<file path="src/rtl/scc_tone_generator.sv">
// Five-channel SCC tone engine: steps per-channel period counters and wave phases,
// issues wave-RAM reads, scales returned samples by volume and mixes one sample per frame.
module scc_tone_generator #(
  parameter int MIX_WIDTH = 15
) (
  input  logic                 clk,
  input  logic                 reset,
  input  logic [2:0]           active,
  input  logic [11:0]          reg_frequency_count0,
  input  logic [3:0]           reg_volume0,
  input  logic                 reg_enable0,
  input  logic [4:0]           phase_reset,
  output logic                 wave_req,
  output logic [2:0]           wave_id,
  output logic [4:0]           wave_a,
  input  logic [7:0]           wave_q,
  output logic [MIX_WIDTH-1:0] sound_out,
  output logic                 sound_valid
);

  function automatic logic signed [11:0] scale(input logic signed [7:0] s, input logic [3:0] v);
    logic signed [12:0] a;
    logic signed [12:0] b;
    logic signed [12:0] full;
    a    = s;
    b    = $signed({1'b0, v});
    full = a * b;
    return full[11:0];
  endfunction

  function automatic logic signed [MIX_WIDTH-1:0] ext(input logic signed [11:0] x);
    return MIX_WIDTH'(x);
  endfunction

  logic [11:0]                 cnt       [5];
  logic [4:0]                  phase     [5];
  logic [4:0]                  rst_pend;
  logic [11:0]                 cnt_nxt   [5];
  logic [4:0]                  phase_nxt [5];
  logic [4:0]                  pend_nxt;
  logic [4:0]                  wave_a_nxt;
  logic signed [11:0]          prod_p1;
  logic signed [MIX_WIDTH-1:0] term_p2;
  logic signed [MIX_WIDTH-1:0] acc_p2;
  logic                        frame_seen;

  always_comb begin
    wave_a_nxt = 5'd0;
    pend_nxt   = rst_pend | phase_reset;
    for (int c = 0; c < 5; c++) begin
      cnt_nxt[c]   = cnt[c];
      phase_nxt[c] = phase[c];
      if (active == 3'(c)) begin
        if (pend_nxt[c]) begin
          phase_nxt[c] = 5'd0;
          cnt_nxt[c]   = reg_frequency_count0;
          pend_nxt[c]  = 1'b0;
        end else if (reg_frequency_count0 >= 12'd9) begin
          // Frequencies below 9 freeze the channel entirely
          if (cnt[c] == 12'd0) begin
            cnt_nxt[c]   = reg_frequency_count0;
            phase_nxt[c] = phase[c] + 5'd1;
          end else begin
            cnt_nxt[c] = cnt[c] - 12'd1;
          end
        end
        wave_a_nxt = phase_nxt[c];
      end
    end
  end

  // Stage p0: slot update and wave-RAM read request
  always_ff @(posedge clk) begin
    if (reset) begin
      for (int c = 0; c < 5; c++) begin
        cnt[c]   <= 12'd0;
        phase[c] <= 5'd0;
      end
      rst_pend <= 5'd0;
      wave_req <= 1'b0;
      wave_id  <= 3'd0;
      wave_a   <= 5'd0;
    end else begin
      for (int c = 0; c < 5; c++) begin
        cnt[c]   <= cnt_nxt[c];
        phase[c] <= phase_nxt[c];
      end
      rst_pend <= pend_nxt;
      if (active <= 3'd4) begin
        wave_req <= 1'b1;
        wave_id  <= active;
        wave_a   <= wave_a_nxt;
      end else begin
        wave_req <= 1'b0;
      end
    end
  end

  // Stage p1: volume scaling of the returned sample
  always_ff @(posedge clk) begin
    prod_p1 <= scale($signed(wave_q), reg_volume0);
  end

  assign term_p2 = reg_enable0 ? ext(prod_p1) : '0;

  // Stage p2: gated accumulation, channel A opens the frame and E closes it
  always_ff @(posedge clk) begin
    if (reset) begin
      acc_p2      <= '0;
      sound_out   <= '0;
      sound_valid <= 1'b0;
      frame_seen  <= 1'b0;
    end else begin
      sound_valid <= 1'b0;
      case (active)
        3'd4: begin
          acc_p2     <= term_p2;
          frame_seen <= 1'b1;
        end
        3'd5, 3'd0, 3'd1: acc_p2 <= acc_p2 + term_p2;
        3'd2: begin
          if (frame_seen) begin
            sound_out   <= acc_p2 + term_p2;
            sound_valid <= 1'b1;
          end
        end
        default: ;
      endcase
    end
  end

endmodule

</file>
<file path="config.mk">
export PLATFORM = sky130hd
export DESIGN_NAME = scc_tone_generator
export DESIGN_NICKNAME = d
export VERILOG_FILES = /design/src/rtl/scc_tone_generator.sv
export SDC_FILE = /design/constraint.sdc
export NUM_CORES = 1
export LEC_CHECK = 0
export ABC_CLOCK_PERIOD_IN_PS = 8300
export CAP_MARGIN = 0
export CORE_MARGIN = 2
export CORE_UTILIZATION = 40
export DETAILED_ROUTE_END_ITERATION = 8
export PLACE_DENSITY = 0.58
export SETUP_SLACK_MARGIN = 0.5
export SYNTH_ARGS = -nofsm -noshare
export SYNTH_HDL_FRONTEND = slang
export SYNTH_SLANG_ARGS = --single-unit
</file>
<file path="constraint.sdc">
create_clock -name clk -period 8.3 [get_ports clk]
set_input_delay 1.66 -clock clk [delete_from_list [all_inputs] [get_ports clk]]
set_output_delay 1.66 -clock clk [all_outputs]
set_load 0.005 [all_outputs]
</file>
Yosys cells after proc, flatten, opt, wreduce, memory -nomap -nowiden
Memories as Yosys holds them, arrays and structs flattened.
Index checks and enable logic that the tools add are counted.
{"block": "op_classes", "n_eq_ne": 5, "muxes": 62, "n_reduce_logical": 15, "bitwise_logic": 12, "magnitude_cmp": 2, "addsub": 11, "mul": 1}
{"operator": "12-bit two-way mux", "n": 25}
{"operator": "5-bit two-way mux", "n": 30}
{"operator": "12-bit logical NOT", "n": 5}
{"operator": "12-bit by 1-bit subtractor with 12-bit output, second input constant", "n": 5}
{"operator": "15-bit one-hot mux with 2 select lines", "n": 1}
{"operator": "5-bit by 1-bit adder with 5-bit output, second input constant", "n": 5}
{"operator": "15-bit adder", "n": 1}
{"operator": "15-bit two-way mux", "n": 1}
{"operator": "12-bit by 4-bit greater-or-equal comparator with 1-bit output, second input constant", "n": 1}
{"operator": "8-bit by 5-bit multiplier with 12-bit output", "n": 1}
{"operator": "2-bit OR reduction", "n": 6}
{"operator": "1-bit bitwise OR", "n": 10}
{"operator": "3-bit by 2-bit == test with 1-bit output, second input constant", "n": 2}
{"operator": "3-bit == test, second input constant", "n": 2}
{"operator": "1-bit two-way mux", "n": 5}
{"operator": "5-bit bitwise OR", "n": 1}
{"operator": "3-bit by 1-bit == test with 1-bit output, second input constant", "n": 1}
{"operator": "3-bit <= comparator, second input constant", "n": 1}
{"operator": "3-bit logical NOT", "n": 1}
{"operator": "3-bit OR reduction", "n": 1}
{"operator": "2-bit AND reduction", "n": 1}
{"operator": "2-bit nonzero test", "n": 1}
{"operator": "1-bit inverter", "n": 1}
{"block": "totals", "ram_bits": 85, "regBits": 58, "output_inout_bits": 25, "memories": 2, "input_bits": 35, "word_cells": 123}
{"name": "cnt", "depth": 5, "width": 12, "read_ports": 5, "rd_ports_with_merged_regs": 0, "write_ports": 5, "line": "35", "source": "logic [11:0] cnt [5];"}
{"name": "phase", "depth": 5, "width": 5, "read_ports": 5, "rd_ports_with_merged_regs": 0, "write_ports": 5, "line": "36", "source": "logic [4:0] phase [5];"}

Longest topological paths before layout
{"block": "depth", "ltp_word": 9, "ltp_mapped": 13, "mapped_depth_nobuf": 13}

Least setup slack after synthesis
No wires, ideal clock.
{"block": "synth_path", "path_kind": "input -> register", "startpoint": "input port wave_q[1]", "endpoint": "register prod_p1[10]", "arrival_ns": 4.529, "required_time_ns": 8.181, "cell_stages": 13, "path_slack_ns": 3.652, "setup_time_ns": 0.119, "path_buffers": 0, "path_cell_list": "and2_1 > ha_1 > inv_1 > fa_1 > inv_1 > fa_1 > ha_1 > a21o_1 > a21oi_1 > nor2b_1 > o21a_1 > o41a_1 > xor2_1"}
{"block": "synth_between", "elab_chain_len": 1}
{"element": "start, declared", "line": "16", "source": "input logic [7:0] wave_q,"}
{"element": "8-bit by 5-bit multiplier with 12-bit output", "line": "27", "source": "full = a * b;"}
{"element": "end signal, assigned", "line": "101", "source": "prod_p1 <= scale($signed(wave_q), reg_volume0);"}
{"element": "end, declared", "line": "42", "source": "logic signed [11:0] prod_p1;"}
Every way passes these cells.
A chain may end at the register's enable or synchronous reset.

Final worst setup path
{"block": "layout_path", "startpoint": "input port reg_volume0[2]", "endpoint": "register prod_p1[11]"}
{"block": "layout_between", "elab_chain_len": 1}
{"element": "start, declared", "line": "10", "source": "input logic [3:0] reg_volume0,"}
{"element": "8-bit by 5-bit multiplier with 12-bit output", "line": "27"}
Every way passes these cells.

==> impl_metrics.xml <==
<?xml version="1.0" encoding="UTF-8"?>
<metrics>
  <group name="place">
    <metric name="place.detailed.hpwl" unit="um">17870</metric>
    <metric name="place_inst" unit="">1494</metric>
    <metric name="port-buffer-count" unit="">59</metric>
    <metric name="globalplace.congestion" unit="">0.8662</metric>
  </group>
  <group name="logic_synthesis">
    <metric name="synthesis.yosys.warnings" unit="">0</metric>
    <metric name="synth_common_cells" unit="">dfxtp_1, nor2_1, nand2_1, a21oi_1, o21ai_0</metric>
    <metric name="synthTopCellsByArea" unit="">dfxtp_1, ha_1, a21oi_1, o21ai_0, nor2_1</metric>
    <metric name="synthDominantAreaCellType" unit="">dfxtp_1</metric>
    <metric name="ys_dominant_reg_cell" unit="">dfxtp_1</metric>
    <metric name="netlist_instances" unit="">1202</metric>
    <metric name="number_of_nets_in_the_synthesized_netlist" unit="">1299</metric>
    <metric name="yosysMostFrequentCell" unit="">dfxtp_1</metric>
    <metric name="number_of_flops_mapped_to_enable_cells_by_yosys" unit="">0</metric>
    <metric name="netlist-cell-type-count" unit="">69</metric>
    <metric name="synth.top_cell.area_share" unit="">0.3095</metric>
    <metric name="async_reset_ff_frac" unit="">0</metric>
    <metric name="synth_area_per_cell" unit="um2">7.695</metric>
    <metric name="ys_ff_latch" unit="">143</metric>
    <metric name="summed_instance_area_of_the_synthesized_netlist" unit="mm2">0.009249</metric>
    <metric name="synth-seq-area-share" unit="">0.3095</metric>
  </group>
  <group name="cts">
    <metric name="clock-sinks" unit="">143</metric>
    <metric name="clock-root-buffer" unit="">clkbuf_16</metric>
    <metric name="clk_pin_slew_worst_paths" unit="ns">0.06</metric>
    <metric name="numCtsBuffers" unit="">17</metric>
    <metric name="cts.htree.levels" unit="">4</metric>
    <metric name="post_cts_resized" unit="">0</metric>
    <metric name="worst_skew_pair.late_latency" unit="ns">0.43</metric>
    <metric name="postCtsSetupRepairBufs" unit="">0</metric>
    <metric name="cts-hold-fix-buffers" unit="">0</metric>
    <metric name="tritoncts" unit="">built</metric>
    <metric name="clk_path_buf_depth" unit="">2</metric>
  </group>
  <group name="timing">
    <metric name="worst_pin_slew" unit="ns">1.173</metric>
    <metric name="fmax" unit="MHz">202.9</metric>
    <metric name="final_hold_viol_count" unit="">0</metric>
    <metric name="setup-tns-final" unit="ns">0</metric>
    <metric name="finalMaxSlewViolations" unit="">0</metric>
    <metric name="final-setup-viol-count" unit="">0</metric>
    <metric name="setup_repair_after_global_routing_missed_its_margin" unit="">false</metric>
    <metric name="final_min_period_over_clock_period" unit="">0.5938</metric>
    <metric name="shortest_clock_period_the_worst_path_allows_after_layout" unit="ns">4.929</metric>
    <metric name="maxSlewHeadroom" unit="">0.2181</metric>
    <metric name="timing.hold.ws" unit="ns">0.4592</metric>
    <metric name="worst_clock_skew" unit="ns">0.009415</metric>
  </group>
  <group name="power_and_ir_drop">
    <metric name="power_frac_seq" unit="">0.345</metric>
    <metric name="pwr-share-comb" unit="">0.256</metric>
    <metric name="power.share.switching" unit="">0.3057</metric>
    <metric name="internal-power" unit="W">0.001557</metric>
    <metric name="power.clock.fraction" unit="">0.399</metric>
    <metric name="power.leakage" unit="nW">4.115</metric>
    <metric name="vdd_ir_drop_max" unit="V">0.0001208</metric>
    <metric name="pwr_density_cell" unit="mW/mm2">208.9</metric>
    <metric name="power" unit="W">0.002243</metric>
    <metric name="power.switching" unit="W">0.0006857</metric>
  </group>
  <group name="die">
    <metric name="top_level_ports" unit="">60</metric>
    <metric name="total_die_area" unit="mm2">0.02435</metric>
    <metric name="initial_core_util" unit="">0.4085</metric>
    <metric name="floorplan.rows" unit="">55</metric>
    <metric name="dieHeight" unit="um">156.1</metric>
    <metric name="die_w" unit="um">156.1</metric>
    <metric name="core_area" unit="mm2">0.02264</metric>
  </group>
  <group name="cells_and_area">
    <metric name="area_growth_syn_to_fin" unit="%">16.06</metric>
    <metric name="post_layout_nonfiller_instances" unit="">1526</metric>
    <metric name="n_antenna_cell" unit="">0</metric>
    <metric name="layout-drive-gt1-share" unit="">0.05318</metric>
    <metric name="fin_nets" unit="">1325</metric>
  </group>
  <group name="worst_setup_path">
    <metric name="reg2regPathDepth" unit="">8</metric>
    <metric name="crit_path_max_fanout" unit="">8</metric>
    <metric name="critical_path.max_stage_delay" unit="ns">0.54</metric>
    <metric name="setup.worst_path.class" unit="">in -&gt; reg</metric>
    <metric name="cp-end-kind" unit="">register</metric>
    <metric name="worst-endpoint-arrival" unit="ns">5.25</metric>
    <metric name="cpMaxStageDelayCell" unit="">clkdlybuf4s50_1</metric>
    <metric name="startpoint_type" unit="">input pin</metric>
    <metric name="crit_required" unit="ns">8.62</metric>
    <metric name="path_cells" unit="">clkdlybuf4s50_1, and2_1, ha_1, inv_1, fa_1, inv_1, fa_1, ha_1, a211oi_1, nor2_1, o41ai_1, o21ai_0, xor2_1</metric>
  </group>
  <group name="detailed_routing">
    <metric name="routed_vias" unit="">8727</metric>
    <metric name="initialDrtViolationCount" unit="">625</metric>
    <metric name="via_per_inst" unit="">5.719</metric>
    <metric name="route.met2.wl" unit="um">11960</metric>
    <metric name="wl_met1" unit="um">12340</metric>
    <metric name="highest_routed_metal_layer" unit="">met4</metric>
    <metric name="routedWlPerCell" unit="um">16.95</metric>
    <metric name="detail_route.drc_violations" unit="">0</metric>
    <metric name="number_of_routed_nets_with_antenna_violations" unit="">0</metric>
    <metric name="detail_route.first_pass.iterations" unit="">4</metric>
    <metric name="postRouteWirelength" unit="um">25870</metric>
    <metric name="routed-wl-met3" unit="um">1156</metric>
  </group>
  <group name="worst_hold_path">
    <metric name="hold_class" unit="">reg -&gt; reg</metric>
    <metric name="holdPathStages" unit="">2</metric>
  </group>
  <group name="job">
    <metric name="max-cap-violations" unit="">0</metric>
  </group>
  <group name="global_route">
    <metric name="grt_first_pass_wirelength" unit="um">42080</metric>
    <metric name="largest_net_degree_at_the_start_of_global_routing" unit="">92</metric>
    <metric name="grt_remaining_overflow" unit="">0</metric>
    <metric name="grt_pass1_vias" unit="">8035</metric>
    <metric name="initial_antenna_violation_count" unit="">0</metric>
    <metric name="groute.usage.overall" unit="">0.2163</metric>
  </group>
  <group name="outcome">
    <metric name="outcome" unit="">finished, final reports clean</metric>
  </group>
</metrics>
[flip-flops by register name, summed over array words and instances (netlist names)]
name and cells:
wave_id 3, wave_req 1, prod_p1 12, frame_seen 1
phase 25, wave_a 5, rst_pend 5, acc_p2 15
sound_out 15, sound_valid 1, cnt 60
[path summary, 6_finish.rpt]
check | start | endpoint | slack, ns
max reg2reg | cnt[0][0]$_SDFFE_PP0P_ | wave_a[4]$_SDFFE_PP0P_ | 5.16
min | sound_out[9]$_SDFFE_PP0P_ | sound_out[9]$_SDFFE_PP0P_ | 0.46
min reg2reg | sound_out[9]$_SDFFE_PP0P_ | sound_out[9]$_SDFFE_PP0P_ | 0.46
max | reg_volume0[2] | prod_p1[11]$_DFF_P_ | 3.37
[metal layers]
metal,track usage,vias to the layer above
li1,-,4410
met1,0.2917,4130
met2,0.3550,162
met3,0.04083,25
met4,0.05810,0
met5,0,-
[area by class of cell]
cell class / instances / area, um2
clock buffer: 21 / 470.5
clock inverter: 11 / 209.0
fill: 2263 / 11910
inverter: 52 / 195.2
multi-input combinational: 946 / 5984
sequential: 143 / 2863
tap: 285 / 356.6
timing repair buffer: 68 / 655.6
[logic make-up (layout without fill, tap and decap cells)]
| logic type | after synthesis | count (layout) | share of synthesized area |
|---|---|---|---|
| compound gates | 360 | 360 | 0.2466 |
| buf+inv | 113 | 152 | 0.04613 |
| simple gates | 484 | 484 | 0.2597 |
| xor+xnor | 32 | 32 | 0.03112 |
| flops | 143 | 143 | 0.3095 |
| mux | 8 | 8 | 0.009199 |
| fa+ha+maj | 62 | 62 | 0.09767 |
[layout by cell type, fill, tap and decap left out, types with 9 or more instances in the layout]
cell / n
nand2_1: 111
a21oi_1: 102
clkdlybuf4s50_1: 58
nor2_1: 126
xor2_1: 14
nor3b_1: 18
clkbuf_16: 17
a21o_1: 14
or2_2: 11
nor3_1: 51
dfxtp_1: 143
ha_1: 45
buf_4: 10
a22oi_1: 23
o21a_1: 10
inv_1: 52
a211oi_1: 28
o21ai_0: 97
fa_1: 17
nand3_1: 34
and2_1: 45
nand3b_1: 10
or3_1: 15
nor4_1: 21
xnor2_1: 17
a2bb2oi_1: 9
[power by group through the flow]
stage,clock network [W],logic (W),registers [W]
after floorplan,0,0.000431,0.000778
final,0.000894,0.000575,0.000773
after global routing,0.000936,0.000649,0.000779
after CTS,0.000906,0.000575,0.000773
after detailed placement,0,0.000570,0.000788
after global placement,0,0.000566,0.000788
[critical path, delay by kind of cell]
family                   cells  cell delay, ns
buffers and inverters        3            0.65
AND/OR/NAND/NOR              2            0.30
XOR/XNOR                     1            0.18
adder cells (fa/ha/maj)      4            1.63
AO/OA/AOI/OAI                3            0.84
[stage by stage]
stage	instance area, um2	setup WS (ns)	utilization
4_1_cts	10730	3.372	0.4741
6_report	10730	3.371	0.4741
3_5_place_dp	10050	2.927	0.4441
3_3_place_gp	10050	2.937	0.4441
5_1_grt	10730	3.168	0.4741
2_1_floorplan	9249	3.652	-
Power figures use the tool's default switching activity.
